--- src/rtl/bus_fabric.sv ---
// bus_fabric: single-master interconnect between the CPU port and N slaves.
// Registered request/response paths, one outstanding read tracked by a small
// FSM with a per-read timeout, and a sticky error flag for bad accesses.
module bus_fabric #(
   parameter int                N_SLAVES = 4,
   parameter int                ADDR_W   = 16,
   parameter int                SEL_W    = 4,
   parameter int                DATA_W   = 32,
   parameter int                TIMEOUT  = 15,
   parameter logic [DATA_W-1:0] ERR_DATA = 32'hDEADBEEF
) (
   input  logic                         clk,
   input  logic                         rst,
   input  logic                         m_rd_en,
   input  logic [ADDR_W-1:0]            m_rd_addr,
   output logic [DATA_W-1:0]            m_rd_data,
   output logic                         m_rd_valid,
   input  logic                         m_wr_en,
   input  logic [ADDR_W-1:0]            m_wr_addr,
   input  logic [DATA_W-1:0]            m_wr_data,
   output logic [N_SLAVES-1:0]          s_rd_en,
   output logic [ADDR_W-1:0]            s_rd_addr,
   input  logic [N_SLAVES*DATA_W-1:0]   s_rd_data,
   input  logic [N_SLAVES-1:0]          s_rd_valid,
   output logic [N_SLAVES-1:0]          s_wr_en,
   output logic [ADDR_W-1:0]            s_wr_addr,
   output logic [DATA_W-1:0]            s_wr_data,
   output logic                         err,
   output logic [ADDR_W-1:0]            err_addr,
   input  logic                         err_clr
);

   localparam int               CNT_W     = $clog2(TIMEOUT + 1);
   localparam int               OFF_W     = ADDR_W - SEL_W;
   localparam logic [SEL_W:0]   SLV_LIMIT = N_SLAVES[SEL_W:0];
   localparam logic [CNT_W-1:0] CNT_LAST  = TIMEOUT[CNT_W-1:0];
   localparam logic [CNT_W-1:0] CNT_ONE   = 1;

   typedef enum logic [1:0] {IDLE, WAIT, HOLD} state_t;

   state_t              state;
   state_t              state_next;
   logic [SEL_W-1:0]    sel_q;
   logic [ADDR_W-1:0]   rd_addr_q;
   logic [CNT_W-1:0]    cnt;
   logic                issue;
   logic                rd_ok;
   logic                rd_fail;
   logic [ADDR_W-1:0]   fail_addr;
   logic                sel_valid;
   logic [DATA_W-1:0]   sel_data;
   logic                rd_mapped;
   logic                wr_mapped;
   logic                wr_fail;

   // An address is mapped when its top SEL_W bits index an existing slave.
   function automatic logic is_mapped(input logic [ADDR_W-1:0] a);
      return {1'b0, a[ADDR_W-1 -: SEL_W]} < SLV_LIMIT;
   endfunction

   // Offset within the slave window, zero-extended back to the full width.
   function automatic logic [ADDR_W-1:0] offset_of(input logic [ADDR_W-1:0] a);
      return {{SEL_W{1'b0}}, a[OFF_W-1:0]};
   endfunction

   // One-hot slave strobe for the slave addressed by a.
   function automatic logic [N_SLAVES-1:0] onehot_of(input logic [ADDR_W-1:0] a);
      logic [N_SLAVES-1:0] oh;
      oh = '0;
      for (int i = 0; i < N_SLAVES; i++) begin
         oh[i] = (a[ADDR_W-1 -: SEL_W] == SEL_W'(i));
      end
      return oh;
   endfunction

   assign rd_mapped = is_mapped(m_rd_addr);
   assign wr_mapped = is_mapped(m_wr_addr);
   assign wr_fail   = m_wr_en & ~wr_mapped;

   // Select the valid bit and data of the slave owning the outstanding read.
   always_comb begin
      sel_valid = 1'b0;
      sel_data  = '0;
      for (int i = 0; i < N_SLAVES; i++) begin
         if (sel_q == SEL_W'(i)) begin
            sel_valid = s_rd_valid[i];
            sel_data  = s_rd_data[i*DATA_W +: DATA_W];
         end
      end
   end

   // Read FSM state register.
   always_ff @(posedge clk) begin
      if (rst) begin
         state <= IDLE;
      end else begin
         state <= state_next;
      end
   end

   // Read FSM next state: HOLD waits for the CPU to drop its request.
   always_comb begin
      state_next = state;
      case (state)
         IDLE:    if (m_rd_en) state_next = rd_mapped ? WAIT : HOLD;
         WAIT:    if (sel_valid || cnt == CNT_LAST) state_next = HOLD;
         HOLD:    if (!m_rd_en) state_next = IDLE;
         default: state_next = IDLE;
      endcase
   end

   // Read FSM actions: issue a strobe, complete normally, or complete with error.
   always_comb begin
      issue     = 1'b0;
      rd_ok     = 1'b0;
      rd_fail   = 1'b0;
      fail_addr = rd_addr_q;
      case (state)
         IDLE: begin
            if (m_rd_en) begin
               if (rd_mapped) begin
                  issue = 1'b1;
               end else begin
                  rd_fail   = 1'b1;
                  fail_addr = m_rd_addr;
               end
            end
         end
         WAIT: begin
            if (sel_valid) begin
               rd_ok = 1'b1;
            end else if (cnt == CNT_LAST) begin
               rd_fail = 1'b1;
            end
         end
         default: ;
      endcase
   end

   // Registered read path: strobe, latched target, timeout counter, response.
   always_ff @(posedge clk) begin
      if (rst) begin
         s_rd_en    <= '0;
         s_rd_addr  <= '0;
         sel_q      <= '0;
         rd_addr_q  <= '0;
         cnt        <= '0;
         m_rd_valid <= 1'b0;
         m_rd_data  <= '0;
      end else begin
         s_rd_en    <= issue ? onehot_of(m_rd_addr) : '0;
         m_rd_valid <= rd_ok | rd_fail;
         if (issue) begin
            s_rd_addr <= offset_of(m_rd_addr);
            sel_q     <= m_rd_addr[ADDR_W-1 -: SEL_W];
            rd_addr_q <= m_rd_addr;
            cnt       <= '0;
         end else if (state == WAIT) begin
            cnt <= cnt + CNT_ONE;
         end
         if (rd_ok) begin
            m_rd_data <= sel_data;
         end else if (rd_fail) begin
            m_rd_data <= ERR_DATA;
         end
      end
   end

   // Registered write path: one-cycle strobe to the addressed slave.
   always_ff @(posedge clk) begin
      if (rst) begin
         s_wr_en   <= '0;
         s_wr_addr <= '0;
         s_wr_data <= '0;
      end else begin
         s_wr_en <= (m_wr_en && wr_mapped) ? onehot_of(m_wr_addr) : '0;
         if (m_wr_en && wr_mapped) begin
            s_wr_addr <= offset_of(m_wr_addr);
            s_wr_data <= m_wr_data;
         end
      end
   end

   // Sticky error flag: a new error beats a clear, and a read error's address beats a write's.
   always_ff @(posedge clk) begin
      if (rst) begin
         err      <= 1'b0;
         err_addr <= '0;
      end else begin
         if (rd_fail || wr_fail) begin
            err <= 1'b1;
         end else if (err_clr) begin
            err <= 1'b0;
         end
         if (rd_fail) begin
            err_addr <= fail_addr;
         end else if (wr_fail) begin
            err_addr <= m_wr_addr;
         end
      end
   end

endmodule

--- config.mk ---
export PLATFORM = sky130hd
export DESIGN_NAME = bus_fabric
export DESIGN_NICKNAME = d
export VERILOG_FILES = /design/src/rtl/bus_fabric.sv
export SDC_FILE = /design/constraint.sdc
export NUM_CORES = 1
export LEC_CHECK = 0
export ABC_AREA = 1
export CAP_MARGIN = 15
export CORE_MARGIN = 4
export CORE_UTILIZATION = 39
export DETAILED_ROUTE_END_ITERATION = 7
export GPL_ROUTABILITY_DRIVEN = 0
export PLACE_DENSITY = 0.82
export SLEW_MARGIN = 10
export SYNTH_ARGS = -nofsm -noshare
export SYNTH_HDL_FRONTEND = slang
export SYNTH_SLANG_ARGS = --single-unit
export TNS_END_PERCENT = 10
--- constraint.sdc ---
create_clock -name clk -period 2 [get_ports clk]
set_input_delay 0.5 -clock clk [delete_from_list [all_inputs] [get_ports clk]]
set_output_delay 0.5 -clock clk [all_outputs]
set_load 0.01 [all_outputs]
### After elaboration in Yosys (flattened, before gate mapping)

Cells that the tools add are included.

| storage, ports and cells | value |
|---|---|
| register bits | 140 |
| input port bits | 201 |
| word-level logic and storage cells | 82 |

| cells by class | value |
|---|---|
| $add $sub $neg | 1 |
| magnitude comparators | 2 |
| equality and inequality tests | 15 |
| muxes and demuxes | 32 |
| bitwise gates (word level) | 5 |
| reduce and logical (&&, ||, !) cells | 14 |

Operator list:

| kind | count |
|---|---|
| 32-bit 2-to-1 mux | 6 |
| 16-bit 2-to-1 mux | 5 |
| 4-bit by 2-bit equality test with 1-bit output, second input constant | 6 |
| 1-bit 2-to-1 mux | 15 |
| 4-bit by 1-bit equality test with 1-bit output, second input constant | 3 |
| 4-bit logical NOT | 3 |
| 4-bit by 3-bit less-than comparator with 1-bit output, second input constant | 2 |
| 2-bit 2-to-1 mux | 4 |
| 2-bit != test, second input constant | 3 |
| 2-bit one-hot mux with 3 select lines | 1 |
| 2-bit nonzero test | 3 |
| 2-bit OR reduction | 3 |
| 4-bit by 1-bit adder with 4-bit output, second input constant | 1 |
| 4-bit equality test, second input constant | 1 |
| 1-bit NOT | 3 |
| 3-bit AND reduction | 1 |
| 2-bit by 1-bit equality test with 1-bit output, second input constant | 1 |
| 2-bit equality test, second input constant | 1 |
| 2-bit logical NOT | 1 |
| 1-bit logical OR | 2 |
| 1-bit one-hot mux with 2 select lines | 1 |
| 1-bit AND | 1 |
| 1-bit logical AND | 1 |
| 1-bit OR | 1 |

### Depth between registers and ports, before layout

Gate-level depths: netlist of run 1.

| depth | value |
|---|---|
| depth after elaboration | 9 |
| depth in mapped cells | 12 |
| gate-level depth less buffers | 10 |

### Worst setup path before layout of run 1

Ideal clock, no wire load.

| path | value |
|---|---|
| kind | input -> register |
| start | input port m_rd_en |
| end | register err_addr[2] |
| setup time | 0.132 ns |
| arrival time | 1.528 ns |
| data required time | 1.868 ns |
| slack | 0.339 ns |
| stages on the path | 10 |
| buffers on the path | 1 |
| cell sequence | nand2_1 nor2_1 inv_1 nor2_1 clkinv_1 nand2_2 buf_2 nand2_1 nand2_1 a21oi_1 |

| between the ends | value |
|---|---|
| word-level cells in the longest chain between the ends | 3 |
| elaborated cells on any way between the ends | 6 |
| those cells by class | mux: 5; reduce/logical: 1 |

RTL lines:

| item | line | RTL |
|---|---|---|
| from (decl) | 14 | `input logic m_rd_en,` |
| 1-bit 2-to-1 mux / 16-bit 2-to-1 mux (equally long branches) | 120 | `if (m_rd_en) begin` |
| 1-bit one-hot mux with 2 select lines / 16-bit 2-to-1 mux (equally long branches) | 118 | `case (state)` |
| 16-bit 2-to-1 mux / 2-bit nonzero test (equally long branches) | -- |  |
| to (signal assigned) | 196 | `err_addr <= fail_addr;` |
| to (signal assigned) | 198 | `err_addr <= m_wr_addr;` |
| to (decl) | 29 | `output logic [ADDR_W-1:0] err_addr,` |

Parallel ways exist; a longest one is shown, timed or not.
A chain may end at the register's enable or synchronous reset.

### Final worst setup path of run 1

| path | value |
|---|---|
| start | register err_addr[1] |
| end | output port err_addr[1] |

No word-level cell between the ends.

==> out/metrics.cfg, run 1 <==
[worst_setup_path]
timing.rr.start=sel_q[1]
cp_data_arrival_time_ps=1420
crit_chain=clkdlybuf4s50_1
timing.rr.end=m_rd_data[21]
endpoint_kind=output port
reg2reg_depth=10
crit_path_start_kind=flip-flop
crit_buf_inv=1
max_stage_delay_ps=640
critPathKind=flip-flop to output port
r2r_setup_slack_ps=170
required_ps=1500
cp_slowest_cell=clkdlybuf4s50_1
cpLargestDelayFamily=buffers and inverters
critPathMaxFanout=2

[clock_tree]
cts_hold_buffers=0
htree_levels=4
cts_buffers=17
cts_sinks=124
cts_tree=built
cts.path.max_buffers=2
clk_pin_slew_ps=60
cts_resized=0
cts_root_buf=clkbuf_16
postCtsSetupBuffers=0
clk_latency_ps=410

[routing]
avgRoutedWirePerCell_um=16.9
wl_mm=23.0
first_pass_iters=4
drc_errors=0
vias_per_cell=4.91
drt_iter0_markers=356
vias=6672
drtAntennaViolNets=0

[die]
design.core.area_mm2=0.0145
die_h_um=130
ios=323
die_w_um=130
dieArea_mm2=0.0168
start_util=0.397
rows=44

[placement]
port_buffers=314
dp_hpwl_mm=17.8
preCtsSetupSlack_ps=-170

[layout]
final_nets=1362
area_delta_synth_final_pct=68.2
drive_gt1_frac=0.0589
multi_input_area_mm2=0.00282
nFillCells=1242
post-route-util=0.668
regArea_mm2=0.00248

[logic_synthesis]
synth_warnings=0
ys_ff_latch=124
synthCells=870
avgSynthCellArea_um2=6.63
syn_area_mm2=0.00577
synth_cell_types=27
yosysSeqAreaShare=0.430

[global_route]
grt.overflow.total=0
antenna_found_initial=2
track_usage=0.262
grt_pass1_wl_mm=33.8
grt_pass1_vias=6408
grt_max_degree=53

[run_status]
status=finished clean

[sta]
setup_viol=0
fin_crit_sh=0.961
drv_slew=0
setup_slack_ps=77.8
skew_ps=8.61
max_freq_mhz=520
rsz0062_at_grt=true
finalCriticalPeriod_ps=1920
fin_setup_tns_ps=0
finalHoldViolCount=0

[worst_hold_path]
hold_end=m_rd_data[22]
hp-start=m_rd_data[22]
min_path_cells=2
hp-class=flip-flop to flip-flop

[pwr]
leakage_nw=3.94
power_density_mw_per_mm2=748
ir_drop_mv=0.572
report.power.total_mw=7.26

[job]
cap_violations=0

[how the worst max path moves through the flow]
stage | start | depth (start not counted) | end
final | err_addr[1] | 1 | err_addr[1]
after global routing | sel_q[0] | 8 | m_rd_data[26]
after CTS | rd_addr_q[11] | 1 | s_rd_addr[11]
after detailed placement | m_rd_en | 10 | err_addr[8]
after global placement | m_rd_en | 10 | err_addr[14]
after floorplan | m_rd_en | 10 | err_addr[2]
[Yosys cell counts]
master | number | area, um^2
o21ai_0 | 73 | 365
a21oi_1 | 51 | 255
nand3_1 | 65 | 325
buf_4 | 20 | 150
clkinv_1 | 1 | 3.75
conb_1 | 1 | 3.75
inv_2 | 2 | 7.51
xnor2_1 | 1 | 8.76
clkbuf_1 | 34 | 128
inv_1 | 38 | 143
dfxtp_1 | 124 | 2480
a21oi_2 | 1 | 8.76
o2111ai_1 | 1 | 8.76
buf_2 | 14 | 70.1
nand3_2 | 1 | 10.0
nand2_1 | 232 | 871
nor2_1 | 156 | 586
nor3_4 | 1 | 16.3
nand4_1 | 25 | 156
o22ai_1 | 3 | 18.8
nand2_2 | 2 | 12.5
nor3_1 | 6 | 30.0
ha_1 | 1 | 12.5
xor2_1 | 1 | 8.76
nor4_1 | 4 | 25.0
or2_2 | 8 | 50.1
buf_1 | 4 | 15.0
[cells by family after synthesis]
| kind of cell | synth area share |
|---|---|
| AND/OR/NAND/NOR | 0.361 |
| other | 0.000650 |
| buffers and inverters | 0.0895 |
| adder cells (fa/ha/maj) | 0.00217 |
| XOR/XNOR | 0.00304 |
| flip-flops | 0.430 |
| AO/OA/AOI/OAI | 0.114 |
[worst min-delay path: cells and delay by family, from the launching register on]
kind               cells  cell delay [ps]
AOI/OAI and AO/OA      1               50
DFF                    1              300
and+or+nand+nor        1               60
[registers in the layout (all words and copies together) (netlist names)]
name	cells
s_wr_addr	12
err_addr	16
rd_addr_q	12
err	1
s_wr_en	4
cnt	4
m_rd_data	32
m_rd_valid	1
sel_q	4
s_wr_data	32
state	2
s_rd_en	4
[where the power goes]
part / switching, mW / leakage (nW) / internal, mW
Clock: 1.05 / 0.290 / 2.04
Sequential: 0.0927 / 1.02 / 2.63
Combinational: 0.644 / 2.63 / 0.808
Total: 1.78 / 3.94 / 5.48
[metal layers]
metal | routed length (um) | share of wire | up-vias | track usage
met5 | 0 | 0 | - | 0
met2 | 11600 | 0.50 | 295 | 0.466
met4 | 875 | 0.038 | 0 | 0.129
met1 | 8210 | 0.36 | 2963 | 0.268
li1 | - | - | 3368 | -
met3 | 2340 | 0.10 | 46 | 0.101
[cells in the final DEF (no fill, tap or decap), types with 9 or more instances in the layout]
cell               n
buf_4             11
clkdlybuf4s50_1  314
buf_12             9
inv_1             37
a21oi_1           51
nand3_1           65
nor2_1           155
clkbuf_16         17
nand2_1          232
nand4_1           25
o21ai_0           73
dfxtp_1          124
[area by class of cell]
cell class                      count  share of cell area
Antenna cell                        2            0.000515
Sequential cell                   124               0.256
Tap cell                          184              0.0237
Clock buffer                       24              0.0496
Timing Repair Buffer              336               0.353
Clock inverter                      7              0.0116
Inverter                           41              0.0158
Multi-Input combinational cell    640               0.290
[stage by stage]
stage | instances | hold slack [ps] | area, um^2
after detailed placement | 1325 | 451 | 9100
after CTS | 1356 | 460 | 9690
final | 1358 | 457 | 9710
after global routing | 1358 | 468 | 9710
after floorplan | 877 | 440 | 5800
after global placement | 1325 | 449 | 9100
Note: power is estimated with default switching activity, not from simulation.
==> run 2, diff against run 1 <==
CAP_MARGIN = 20   (was 15)
CORE_UTILIZATION = 35   (was 39)
PLACE_DENSITY = 0.78   (was 0.82)
clock period = 1.7 ns   (was 2 ns; I/O delays follow)
==> out/metrics.cfg, run 2 (synthesis gave the netlist of run 1 again) <==
[run_status]
status=finished clean

[worst_setup_path]
required_ps=2000
critPathMaxFanout=8
critPathKind=flip-flop to flip-flop
crit_path_start_kind=flip-flop
critPathMostFrequentCell=buf_12
cpLargestDelayFamily=simple AND/OR/NAND/NOR gates
cp_slowest_cell=dfxtp_2
cp_data_arrival_time_ps=1960
max_stage_delay_ps=340
endpoint_kind=flip-flop
crit_buf_inv=3
crit_chain=inv_2 -> nand2_4 -> nor3_4 -> nand2_2 -> a21oi_4 -> buf_12 -> buf_12 -> nand3_1 -> nand2_1 -> nor2_1

[global_route]
grt_pass1_vias=6632
antenna_found_initial=3
grt_pass1_wl_mm=35.0
grt.overflow.total=0
track_usage=0.247
grt_max_degree=39

[pwr]
power_frac_seq=0.354
p_int_mw=6.75
p_comb_frac=0.190
power_density_mw_per_mm2=888
p_sw_mw=2.28
clkPwrFrac=0.456
leakage_nw=4.69
ir_drop_mv=0.579
power.share.switching=0.252

[layout]
area_delta_synth_final_pct=76.0
final_area_mm2=0.0102
layout_commonest_cell=nand2_1
drive_gt1_frac=0.103
final_cell_mix=nand2_1, clkdlybuf4s50_1, nor2_1
largest_registers=m_rd_data: 32 flops, s_wr_data: 32 flops, err_addr: 16 flops
final_nets=1391

[clock_tree]
cts.path.max_buffers=2
clk_pin_slew_ps=60
clk_latency_ps=410
cts_hold_buffers=0
cts_root_buf=clkbuf_16
htree_levels=4
cts_tree=built
cts_sinks=124
cts_buffers=17

[worst_hold_path]
hp-class=primary input to flip-flop

[sta]
max_freq_mhz=603
skew_ps=7.78
finalHoldViolCount=0
finalCriticalPeriod_ps=1660
rsz0062_at_grt=true
fin_crit_sh=0.976
fin_setup_tns_ps=0
setup_viol=0
setup_slack_ps=40.6
drv_slew=0

[routing]
drc_errors=0
vias_per_cell=4.92
drt_iter0_markers=459
first_pass_iters=5
drtAntennaViolNets=0
wl_mm=25.1
avgRoutedWirePerCell_um=17.6
vias=6990

[placement]
dp_hpwl_mm=18.7
preCtsSetupSlack_ps=-403
port_buffers=314
post_dp_cell_area_mm2=0.00922

[die]
dieArea_mm2=0.0186
design.core.area_mm2=0.0160
rows=46
ios=323
start_util=0.361
die_h_um=136
die_w_um=136

[job]
cap_violations=0

run 2: power groups by stage:
| stage | clock network [mW] | registers (mW) | logic (mW) |
|---|---|---|---|
| finish | 4.11 | 3.19 | 1.72 |
| global route | 4.34 | 3.21 | 1.87 |
| CTS | 4.18 | 3.19 | 1.62 |
| detailed placement | 0 | 3.26 | 1.72 |
| global placement | 0 | 3.25 | 1.70 |
| floorplan | 0 | 3.31 | 0.610 |
run 2: stage by stage:
| stage | hold slack, ps | utilization | power [mW] | cells |
|---|---|---|---|---|
| after floorplan | 440 | - | 3.92 | 877 |
| after global placement | 449 | 0.576 | 4.96 | 1371 |
| after detailed placement | 456 | 0.576 | 4.98 | 1371 |
| after CTS | 461 | 0.610 | 8.99 | 1403 |
| after global routing | 345 | 0.635 | 9.43 | 1419 |
| final | 352 | 0.635 | 9.02 | 1422 |
run 2: layer usage:
metal	track usage	up-vias	part of all wire
met5	0	-	0.0014
met4	0.115	4	0.032
met1	0.257	3153	0.36
met3	0.0944	59	0.099
li1	-	3439	-
met2	0.436	335	0.51
run 2: worst min-delay path, stage by stage:
cell and delay (ps):
dlymetal6s2s_1 150, nand2_1 80, a21oi_1 60
run 2: final timing paths:
kind,start,endpoint,slack [ps],cells after the start
setup / recovery,sel_q[2],m_rd_data[5],40,10
hold / removal,m_rd_en,state[1],350,3
setup reg to reg,sel_q[2],m_rd_data[5],40,10
hold reg to reg,m_rd_data[24],m_rd_data[24],460,2
run 2: layout make-up:
| class | count | area, um^2 |
|---|---|---|
| Antenna cell | 4 | 10.0 |
| Inverter | 41 | 168 |
| Multi-Input combinational cell | 640 | 2900 |
| Timing Repair Buffer | 365 | 3650 |
| Fill cell | 1446 | 5840 |
| Tap cell | 216 | 270 |
| Clock inverter | 14 | 240 |
| Sequential cell | 124 | 2490 |
| Clock buffer | 18 | 429 |
run 2: what timing repair did:
action / CTS / global route
gates resized for setup: 113 / 53
setup endpoints to repair: 158 / 66
pin swaps: 0 / 8
cloned: 0 / 8
buffers inserted: 0 / 7
==> RTL edit, RTL diff (flow settings as in run 2) <==
Add an input register stage for `s_rd_data`; this delays it by one clock. The other inputs are not delayed to match.
--- a/src/rtl/bus_fabric.sv
+++ b/src/rtl/bus_fabric.sv
@@ -39,4 +39,10 @@
    typedef enum logic [1:0] {IDLE, WAIT, HOLD} state_t;
 
+   logic [N_SLAVES*DATA_W-1:0] s_rd_data_q;
+
+   always_ff @(posedge clk) begin
+      s_rd_data_q <= s_rd_data;
+   end
+
    state_t              state;
    state_t              state_next;
@@ -85,5 +91,5 @@
          if (sel_q == SEL_W'(i)) begin
             sel_valid = s_rd_valid[i];
-            sel_data  = s_rd_data[i*DATA_W +: DATA_W];
+            sel_data  = s_rd_data_q[i*DATA_W +: DATA_W];
          end
       end
Behaviour: not the same (a bounded check fails within 4 cycles, from zero or initial values and one cycle with rst high).
==> RTL edit against run 2 <==
- clock skew is 0.0089 ns higher
- global-route usage is 5.9 points lower
- first-iteration DRC count is 8.1% higher
- power is 53% higher
- core utilization is 8.2 points lower
- routed wire length is 8.0% higher
- setup slack worse by 0.034 ns
- cell area is 29% higher
- sequential power is 100% higher
- synthesized area is 48% higher
- hold slack worse by 0.022 ns
- sequential cell count is 128 higher
- critical endpoint is now err_addr[8]
==> RTL edit: results (changes against run 2) <==
status: "complete, no violations"
ir_drop_mv: 0.8785  # +52%
first_iter_violations: 496  # +8.1%
crit_arrival_ns: 2.09  # +0.13 ns
use_met3_pct: 5.471  # -4.0 points
synth_common_cells: "dfxtp_1 (252), nand2_1 (196), nor2_1 (136), o21ai_0 (94), nand3_1 (46)"
dp_hpwl_um: 19630  # +4.9%
gr-usage-met2_pct: 32.54  # -11 points
clock.fmax_mhz: 590.6  # -2.0%
dp_worst_setup_slack_ns: -0.3612  # +0.04218 ns
antenna_found_initial: 1  # -2
grt_max_degree: 52  # +33%
grt_pass1_vias: 7727  # +17%
track_usage_pct: 18.71  # -5.9 points
dr.pass1.iters: 4  # -1
reg2reg_depth: 11  # +1
viasPerCell: 4.732  # -3.7%
cts_buffers: 26  # +9
drive_gt1_share_pct: 11.47  # +1.2 points
n_antenna_cell: 0  # -4
fill_cells: 2152  # +49%
worst_skew_pair.late_latency_ns: 0.53  # +0.12 ns
fin_worst_skew_ns: 0.01670  # +0.008920 ns
r2r_setup_slack_ns: 0.007  # -0.03 ns
drt_wl_total_um: 27060  # +8.0%
synth_cell_types: 35  # +30%
slowest_stage: "dfxtp_4"
p_leak_nw: 5.913  # +26%
yosysSeqAreaShare_pct: 59.21  # +16 points
gr-usage-met1_pct: 21.59  # -4.1 points
## RTL edit: cell types whose count changed after synthesis, sizes merged, moves of 5 or more
cell	change
nand3	-19
a211oi	+10
nand2	-31
a21oi	-22
dfxtp	+128
nand4	+7
inv	+8
nor2	-14
or2	-8
o21ai	+29
o2111ai	+5
## RTL edit: kinds of logic after synthesis
kind of cell    after synthesis  synth area share [%]
flops                       252                 59.21
simple gates                435                 22.25
buf+inv                     123                 7.195
fa+ha+maj                     1                0.1468
other cells                   1               0.04401
compound gates              154                 10.85
xor+xnor                      3                0.3084
## RTL edit: final timing paths
check,startpoint,end
worst max-delay path,sel_q[3],err_addr[8]
worst min-delay path,s_rd_data[90],s_rd_data_q[90]
worst max register to register,sel_q[3],err_addr[8]
worst min register to register,m_rd_data[19],m_rd_data[19]
## RTL edit: repair_timing
item / 4_1_cts / 5_1_grt
gates resized for setup: 118 / 44
endpoints found under the setup margin: 122 / 51
gates cloned: 0 / 5
setup buffers: 0 / 3
pin swaps: 1 / 25
## RTL edit: where the power goes
part / internal (mW) / total (mW) / switching (mW)
clock: 3.33 / 5.62 / 2.29
sequential: 6.26 / 6.42 / 0.158
combinational: 0.927 / 1.78 / 0.852
total: 10.5 / 13.8 / 3.30
## RTL edit: worst register-to-register path, delay by kind of cell (launching register included)
| family | cells | cell delay [ns] |
|---|---|---|
| AND/OR/NAND/NOR | 7 | 0.73 |
| AO/OA/AOI/OAI | 1 | 0.05 |
| flip-flops | 1 | 0.35 |
| buffers and inverters | 3 | 0.45 |
## RTL edit: layer usage
layer	wire, um	share of wire (%)
met5	7	0.026
met4	1125	4.2
met3	2236	8.3
met2	13150	49
met1	10540	39
## RTL edit: through the flow
step / std cells / hold slack, ns / TNS [ns] / instance area, um2 / utilization [%]
floorplan: 976 / 0.4512 / 0 / 8547 / -
global placement: 1582 / 0.4488 / -12.18 / 12140 / 51.24
detailed placement: 1582 / 0.4585 / -14.05 / 12140 / 51.24
CTS: 1627 / 0.3026 / -0.01391 / 12860 / 54.28
global route: 1635 / 0.3062 / -2.206 / 13090 / 55.29
finish: 1635 / 0.3308 / 0 / 13090 / 55.29
## RTL edit: cell type report
cell class	count	area share, %
well taps	319	3.048
inverters	50	1.481
multi-input cells	602	22.69
clock buffers	35	5.609
repair buffers	367	27.64
flip-flops and latches	252	38.62
clock inverters	10	0.8982
